$ cat src/rtl/scan_test_pkg.sv
`default_nettype none
// ============================================================================
// Package     : scan_test_pkg
// Description : Shared types and constants for the scan test controller:
//               FSM state encoding, default chain length, and the LFSR seed,
//               taps and step function used by the optional pattern generator.
// Revision    : 1.0 - initial release
// ============================================================================
package scan_test_pkg;

  localparam int CHAIN_LEN_DEFAULT = 8;

  // Fibonacci LFSR, polynomial x^8+x^6+x^5+x^4+1. The register shifts left and
  // the feedback enters at bit 0, so the taps sit at bit indices 7,5,4,3.
  localparam logic [7:0] LFSR_SEED = 8'h01;
  localparam logic [7:0] LFSR_TAPS = 8'hB8;

  typedef enum logic [2:0] {
    ST_IDLE    = 3'd0,
    ST_LOAD    = 3'd1,
    ST_CAPTURE = 3'd2,
    ST_UNLOAD  = 3'd3,
    ST_DONE    = 3'd4
  } state_t;

  function automatic logic [7:0] lfsr_next(input logic [7:0] q);
    return {q[6:0], ^(q & LFSR_TAPS)};
  endfunction

endpackage
`default_nettype wire

$ cat src/rtl/scan_test_lfsr.sv
`default_nettype none
// ============================================================================
// Module      : scan_test_lfsr
// Description : 8-bit Fibonacci LFSR pattern source, advanced one step per
//               cycle while step is high. Reset loads LFSR_SEED.
// Ports       : clk   - clock
//               rst_n - synchronous active-low reset
//               step  - advance the sequence by one state
//               q     - current LFSR state
// Revision    : 1.0 - initial release
// ============================================================================
module scan_test_lfsr
  import scan_test_pkg::*;
(
  input  logic       clk,
  input  logic       rst_n,
  input  logic       step,
  output logic [7:0] q
);

  always_ff @(posedge clk) begin
    if (!rst_n) begin
      q <= LFSR_SEED;
    end else if (step) begin
      q <= lfsr_next(q);
    end
  end

endmodule
`default_nettype wire

$ cat src/rtl/scan_test_controller.sv
`default_nettype none
// ============================================================================
// Module      : scan_test_controller
// Description : Tester-side driver for the scan chain around the multiplier
//               core. Per test: shift the stimulus in LSB first, pulse one
//               capture cycle, shift the product out, and compare it with a
//               locally computed golden product.
// Build macro : SCAN_TEST_LFSR_EN - stimulus comes from an internal LFSR
//               (pattern ignored) and a saturating fail counter is added.
// Ports       : clk      - clock
//               rst_n    - synchronous active-low reset
//               start    - request one test (sampled only when idle)
//               pattern  - stimulus, [HALF-1:0]=operand A, upper half=B
//               chain_so - chain serial output
//               scan_en  - chain shift enable (1=shift, 0=capture)
//               scan_in  - chain serial input
//               busy     - test in progress
//               done     - one-cycle pulse, response/pass valid
//               pass     - response matched golden product
//               response - unloaded product
//               fail_cnt - (LFSR build only) saturating failed-test count
// Revision    : 1.0 - initial release
// ============================================================================
module scan_test_controller
  import scan_test_pkg::*;
#(
  parameter int CHAIN_LEN = CHAIN_LEN_DEFAULT,
  parameter int CNT_W     = 4
) (
  input  logic                 clk,
  input  logic                 rst_n,
  input  logic                 start,
  input  logic [CHAIN_LEN-1:0] pattern,
  input  logic                 chain_so,
  output logic                 scan_en,
  output logic                 scan_in,
  output logic                 busy,
  output logic                 done,
  output logic                 pass,
  output logic [CHAIN_LEN-1:0] response
`ifdef SCAN_TEST_LFSR_EN
  ,
  output logic [7:0]           fail_cnt
`endif
);

  localparam int               HALF = CHAIN_LEN / 2;
  localparam logic [CNT_W-1:0] LAST = CNT_W'(CHAIN_LEN - 1);

  state_t               state;
  state_t               state_nx;
  logic [CNT_W-1:0]     counter;
  logic                 last_bit;
  logic [CHAIN_LEN-1:0] stim;
  logic [CHAIN_LEN-1:0] pat_q;
  logic [CHAIN_LEN-1:0] expected;
  logic [CHAIN_LEN-1:0] golden;
  logic                 load_bit;
  // Unload shifter keeps only the upper CHAIN_LEN-1 bits: the bit that would
  // land in position 0 is only ever needed on the final edge, where it is
  // taken straight from resp_nx into response.
  logic [CHAIN_LEN-2:0] resp;
  logic [CHAIN_LEN-1:0] resp_nx;

  // --------------------------------------------------------------------------
  // Stimulus source
  // --------------------------------------------------------------------------
`ifdef SCAN_TEST_LFSR_EN
  logic [7:0] lfsr_q;
  logic       unused_pattern;

  scan_test_lfsr u_lfsr (
    .clk   (clk),
    .rst_n (rst_n),
    .step  (state == ST_DONE),
    .q     (lfsr_q)
  );

  assign stim           = CHAIN_LEN'(lfsr_q);
  assign unused_pattern = ^pattern;
`else
  assign stim = pattern;
`endif

  assign golden = {{HALF{1'b0}}, stim[HALF-1:0]} *
                  {{HALF{1'b0}}, stim[CHAIN_LEN-1:HALF]};

  assign last_bit = (counter == LAST);
  assign resp_nx  = {chain_so, resp};
  // Select pat_q[counter] without an oversized index expression.
  assign load_bit = |(pat_q & ({{(CHAIN_LEN-1){1'b0}}, 1'b1} << counter));

  // --------------------------------------------------------------------------
  // FSM
  // --------------------------------------------------------------------------
  always_ff @(posedge clk) begin
    if (!rst_n) begin
      state <= ST_IDLE;
    end else begin
      state <= state_nx;
    end
  end

  // Scan pins are decoded only from registered state, counter and pat_q.
  always_comb begin
    state_nx = state;
    scan_en  = 1'b0;
    scan_in  = 1'b0;
    busy     = 1'b1;
    done     = 1'b0;
    case (state)
      ST_IDLE: begin
        busy = 1'b0;
        if (start) state_nx = ST_LOAD;
      end
      ST_LOAD: begin
        scan_en = 1'b1;
        scan_in = load_bit;
        if (last_bit) state_nx = ST_CAPTURE;
      end
      ST_CAPTURE: begin
        state_nx = ST_UNLOAD;
      end
      ST_UNLOAD: begin
        scan_en = 1'b1;
        if (last_bit) state_nx = ST_DONE;
      end
      ST_DONE: begin
        done     = 1'b1;
        state_nx = ST_IDLE;
      end
      default: begin
        busy     = 1'b0;
        state_nx = ST_IDLE;
      end
    endcase
  end

  // --------------------------------------------------------------------------
  // Datapath: counter, stimulus latch, unload shifter and comparator
  // --------------------------------------------------------------------------
  always_ff @(posedge clk) begin
    if (!rst_n) begin
      counter  <= '0;
      pat_q    <= '0;
      expected <= '0;
      resp     <= '0;
      response <= '0;
      pass     <= 1'b0;
    end else begin
      case (state)
        ST_IDLE: begin
          counter <= '0;
          if (start) begin
            pat_q    <= stim;
            expected <= golden;
            response <= '0;
            pass     <= 1'b0;
          end
        end
        ST_LOAD: begin
          counter <= last_bit ? '0 : counter + CNT_W'(1);
        end
        ST_CAPTURE: begin
          counter <= '0;
        end
        ST_UNLOAD: begin
          counter <= last_bit ? '0 : counter + CNT_W'(1);
          resp    <= resp_nx[CHAIN_LEN-1:1];
          // Publish on the final unload edge so the result is already valid
          // during the DONE cycle.
          if (last_bit) begin
            response <= resp_nx;
            pass     <= (resp_nx == expected);
          end
        end
        default: ;
      endcase
    end
  end

`ifdef SCAN_TEST_LFSR_EN
  always_ff @(posedge clk) begin
    if (!rst_n) begin
      fail_cnt <= 8'h00;
    end else if (state == ST_DONE && !pass && fail_cnt != 8'hFF) begin
      fail_cnt <= fail_cnt + 8'h01;
    end
  end
`endif

endmodule
`default_nettype wire
$ cat config.mk
export PLATFORM = sky130hd
export DESIGN_NAME = scan_test_controller
export DESIGN_NICKNAME = d
export VERILOG_FILES = /design/src/rtl/scan_test_pkg.sv /design/src/rtl/scan_test_lfsr.sv /design/src/rtl/scan_test_controller.sv
export SDC_FILE = /design/constraint.sdc
export NUM_CORES = 1
export LEC_CHECK = 0
export CAP_MARGIN = 20
export CORE_UTILIZATION = 56
export DETAILED_ROUTE_END_ITERATION = 8
export PLACE_DENSITY = 0.83
export SLEW_MARGIN = 20
export SYNTH_ARGS = -nofsm -noshare
export SYNTH_HDL_FRONTEND = slang
export SYNTH_SLANG_ARGS = --single-unit
$ cat constraint.sdc
create_clock -name clk -period 4.06 [get_ports clk]
set_clock_uncertainty 0.2 [all_clocks]
set_input_delay 0.812 -clock clk [delete_from_list [all_inputs] [get_ports clk]]
set_output_delay 0.812 -clock clk [all_outputs]
set_load 0.05 [all_outputs]
# --- Word-level counts from Yosys, hierarchy flattened ---
# Cells that the tools add are included.
totals:
  rom_bits: 0
  n_memories: 0
  inputBits: 12
  output_inout_bits: 13
  elab_cells: 46
  ram_bits: 0
  reg_bits: 39
  latchBits: 0
op_classes:
  order_cmp: 0
  bitwise: 1
  n_addsub: 1
  shift: 1
  mul: 1
  mux: 16
  eq_ne: 9
  reduce_logical: 10
  div_mod_pow: 0
op_table:
  columns: ["operator", "count"]
  rows:
  - ["2-to-1 mux 8 bit", 2]
  - ["one-hot mux 8 bit (2 select lines)", 1]
  - ["one-hot mux 3 bit (4 select lines)", 1]
  - ["2-to-1 mux 3 bit", 3]
  - ["bitwise AND 8 bit", 1]
  - ["equality test 8 bit", 1]
  - ["multiplier 4 x 4 -> 8 bit", 1]
  - ["one-hot mux 4 bit (2 select lines)", 1]
  - ["OR reduction 8 bit", 1]
  - ["left shift 1 x 4 -> 8 bit (first input constant)", 1]
  - ["equality test 3 x 2 -> 1 bit (second input constant)", 2]
  - ["2-to-1 mux 1 bit", 6]
  - ["!= test 2 bit (second input constant)", 3]
  - ["AND reduction 3 bit", 2]
  - ["adder 4 x 1 -> 4 bit (second input constant)", 1]
  - ["equality test 4 x 3 -> 1 bit (second input constant)", 1]
  - ["2-to-1 mux 4 bit", 1]
  - ["nonzero test 2 bit", 2]
  - ["OR reduction 2 bit", 2]
  - ["OR reduction 4 bit", 1]
  - ["equality test 3 x 1 -> 1 bit (second input constant)", 1]
  - ["equality test 3 bit (second input constant)", 1]
  - ["zero test 3 bit", 1]
  - ["one-hot mux 1 bit (2 select lines)", 1]
  - ["AND reduction 2 bit", 1]

# --- Logic depth before layout (Yosys ltp) ---
logic_depth:
  word_depth: 4
  mapped_depth: 10
  depth_no_buf: 10

# --- Worst setup path after synthesis ---
# Ideal clock, no wire load.
synth_path:
  path_kind: "flip-flop to output port"
  from: "reg state[0]"
  to: "out scan_in"
  required_time_ns: 3.048
  path_slack_ns: 0.511
  n_path_buf: 0
  arrival_ns: 2.537
  stages_incl_launch_ff: 3
  path_cell_list: "dfxtp_1 and2b_1 nor4b_1"
synth_via:
  elab_chain_len: 2
synth_rtl:
  columns: ["item", "line", "text"]
  rows:
  - ["start: declaration", "scan_test_controller.sv:50", "state_t state;"]
  - ["start signal: assignment", "scan_test_controller.sv:100", "state <= state_nx;"]
  - ["equality test 3 x 1 -> 1 bit", "scan_test_controller.sv:111", "case (state)"]
  - ["2-to-1 mux 1 bit", "scan_test_controller.sv:111", null]
  - ["end: declaration", "scan_test_controller.sv:36", "output logic scan_in,"]
# No other way between the ends.

# --- Final worst setup path ---
layout_path:
  from: "in pattern[7]"
  to: "reg expected[6]"
layout_via:
  elab_chain_len: 1
layout_rtl:
  columns: ["item", "line", "text"]
  rows:
  - ["start: declaration", "scan_test_controller.sv:33", "input logic [CHAIN_LEN-1:0] pattern,"]
  - ["multiplier 4 x 4 -> 8 bit", "scan_test_controller.sv:85", "assign golden = {{HALF{1'b0}}, stim[HALF-1:0]} *"]
  - ["end signal: assignment", "scan_test_controller.sv:156", "expected <= golden;"]
  - ["end: declaration", "scan_test_controller.sv:56", "logic [CHAIN_LEN-1:0] expected;"]
# No other way between the ends.
# A chain may end at the register's enable or synchronous reset.

==> flow_summary.yaml <==
outcome:
  status: "completed"
cells_and_area:
  drive_above_1_share_pct: 7.72
  antenna_cells: 0
  syn_to_final_growth_pct: 18.4
  fill_cells: 305
  final_util_pct: 69.7
  post-route-cell-area_um2: 2590
  final_net_count: 292
grt:
  grt_max_degree: 23
  grt_pass1_vias: 1567
  gr-total-overflow: 0
  antenna_found_initial: 0
  track_usage_pct: 22.1
  grt_pass1_wl_um: 7070
clocking:
  cts_tree: "done"
  cts_setup_buffers: 0
  clk_latency_ps: 300
  htree_num_levels: 2
  clk_pin_slew_ps: 70
  clk_path_buf_depth: 2
  hold_buffers: 0
  numCtsBuffers: 5
  cts_resized: 0
  cts-root-buf: "clkbuf_8"
  cts.sinks: 39
floorplan:
  die_w_um: 64.5
  initial_utilization_pct: 58.9
  coreArea_um2: 3720
  die_h_um: 64.5
  fp-row-count: 22
  die_area_um2: 4160
  pin_count: 25
setup_path:
  reg2reg_slack_ps: 2130
  cp.arrival_ps: 3680
  endpoint_kind: "register"
  r2r-start: "counter[0]"
  path_max_fanout: 2
  critPathKind: "input pin to register"
  cp-startpoint: "pattern[7]"
  worstPathRequired_ps: 4040
  rr_endpoint: "counter[3]"
  crit_end: "expected[6]"
  cp-start-kind: "input pin"
  rr_worst_depth: 5
yosys:
  ys_seq_area_share_pct: 35.7
  synth_nets: 266
  netlist.area_leader.share_pct: 35.7
  netlist_area_um2: 2190
  synth_mux_area_share_pct: 3.66
  syn_inst: 232
  async_flop_share_pct: 0
  ys.flop_type: "dfxtp_1"
  synth_seq_cells: 39
  synth_top_family_by_area: "simple AND/OR/NAND/NOR gates"
  syn-mean-instance-area_um2: 9.43
  synth_common_cells: "39 x dfxtp_1, 37 x nand2_1, 18 x ha_1"
  ys_warn_count: 0
  yosysMostFrequentCell: "dfxtp_1"
  synth_edf_count: 0
  yosysTopAreaCell: "dfxtp_1"
  synth.distinct_cells: 46
  synthXorXnorAreaFrac_pct: 4.40
  synth-adder-area-share_pct: 14.0
  synthTopCellsByArea: "dfxtp_1 36%, ha_1 10%, nand2_1 6.3%, xnor2_1 4.0%, fa_1 3.7%"
  synth_compound_area_share_pct: 14.1
  synthSimpleGateAreaFrac_pct: 23.0
power:
  netSwitchingFraction_pct: 25.5
  pwr-share-comb_pct: 16.0
  leakage_uw: 0.00107
  power_frac_seq_pct: 46.9
  p_per_area_nw_per_um2: 333
  internal_power_uw: 642
  irDropWorstVdd_mv: 0.189
  p_sw_uw: 220
  clkPwrFrac_pct: 37.2
timing:
  fin_crit_sh_pct: 91.1
  maxSlewViolCount: 0
  period_minus_slack_ps: 3700
  fin_tns_setup_ps: 0
  slew_headroom_pct: 58.8
  worstMarginPinSlew_ps: 616
  max_freq_mhz: 270
  hold_violations: 0
  setup_violations: 0
  rsz0062_at_grt: "false"
drt:
  totalWireLength_um: 3990
  drc_errors: 0
  first_pass_iters: 4
  drt-wirelength-per-cell_um: 13.0
  via_count: 1692
  drt_iter0_drc: 101
  ant_nets: 0
  via_per_inst: 5.51
worst_hold_path:
  hold_start: "pat_q[5]"
  min_path_cells: 2
  hold_class: "register to register"
place:
  gp_congestion: 0.879
  io_buffers: 24
  dp_hpwl_um: 2990
  dpl_cell_area_um2: 2480
flow_run:
  maxCapViolations: 0
## worst min path at each step
| stage | endpoint | slack, ps |
|---|---|---|
| final | pat_q[5] | 260 |
| after global routing | pat_q[4] | 280 |
| after CTS | pat_q[5] | 260 |
| after detailed placement | pat_q[5] | 250 |
| after global placement | pat_q[7] | 240 |
| after floorplan | pat_q[7] | 230 |
## critical path, cell delays in order
cell and delay, ps:
clkdlybuf4s50_1 480, nand2_1 80, fa_1 530, inv_1 50, fa_1 560, inv_1 80, fa_1 460, nor2b_1 110
o21ai_0 90, nor3b_1 150, a311o_1 270
## power by group through the flow
stage               clock network (µW)  logic (µW)  registers, µW
floorplan                            0        97.8            410
global placement                     0         134            412
detailed placement                   0         137            413
CTS                                327         138            404
global route                       342         156            405
finish                             321         138            404
## state kept, by name, indices dropped and copies added (netlist names)
signal    cells
pat_q         8
resp          7
state         3
response      8
pass          1
counter       4
expected      8
## metal layers
metal / part of all wire, % / vias to the layer above / global-route usage (%)
met5: 0 / - / 0
met4: 1.6 / 0 / 9.17
met3: 3.4 / 7 / 4.40
met2: 47 / 40 / 35.8
met1: 48 / 788 / 28.4
li1: - / 857 / -
## cell families (layout without fill, tap and decap cells)
group           count (synthesis)  count (layout)
compound gates                 38              38
xor+xnor                       11              11
fa+ha+maj                      22              22
buf+inv                        24              51
flops                          39              39
mux                             8               8
simple gates                   90              90
## cell usage in the layout (no fill, tap or decap), drive strengths merged, types with 4 or more instances in the layout
master         instances
a21boi                12
a22o                   9
and2                  12
buf                    7
clkbuf                 5
clkdlybuf4s50         24
dfxtp                 39
fa                     4
ha                    18
inv                   12
mux2i                  8
nand2                 37
nand3                  9
nor2b                  9
o21ai                  4
xnor2                 10
## stage by stage
step	setup slack [ps]	std cells	total power, µW	hold slack [ps]
2_1_floorplan	511	232	508	234
3_3_place_gp	121	299	546	242
3_5_place_dp	15.8	299	550	246
4_1_cts	347	307	869	256
5_1_grt	213	307	904	276
6_report	363	307	862	257
## final cells by class
class / count / area (µm²) / area share, %
multi-input cells: 169 / 1300 / 50.2
flip-flops and latches: 39 / 781 / 30.1
repair buffers: 31 / 293 / 11.3
clock buffers: 5 / 68.8 / 2.66
well taps: 48 / 60.1 / 2.32
inverters: 12 / 45.0 / 1.74
clock inverters: 3 / 43.8 / 1.69
Power figures use the tool's default switching activity.
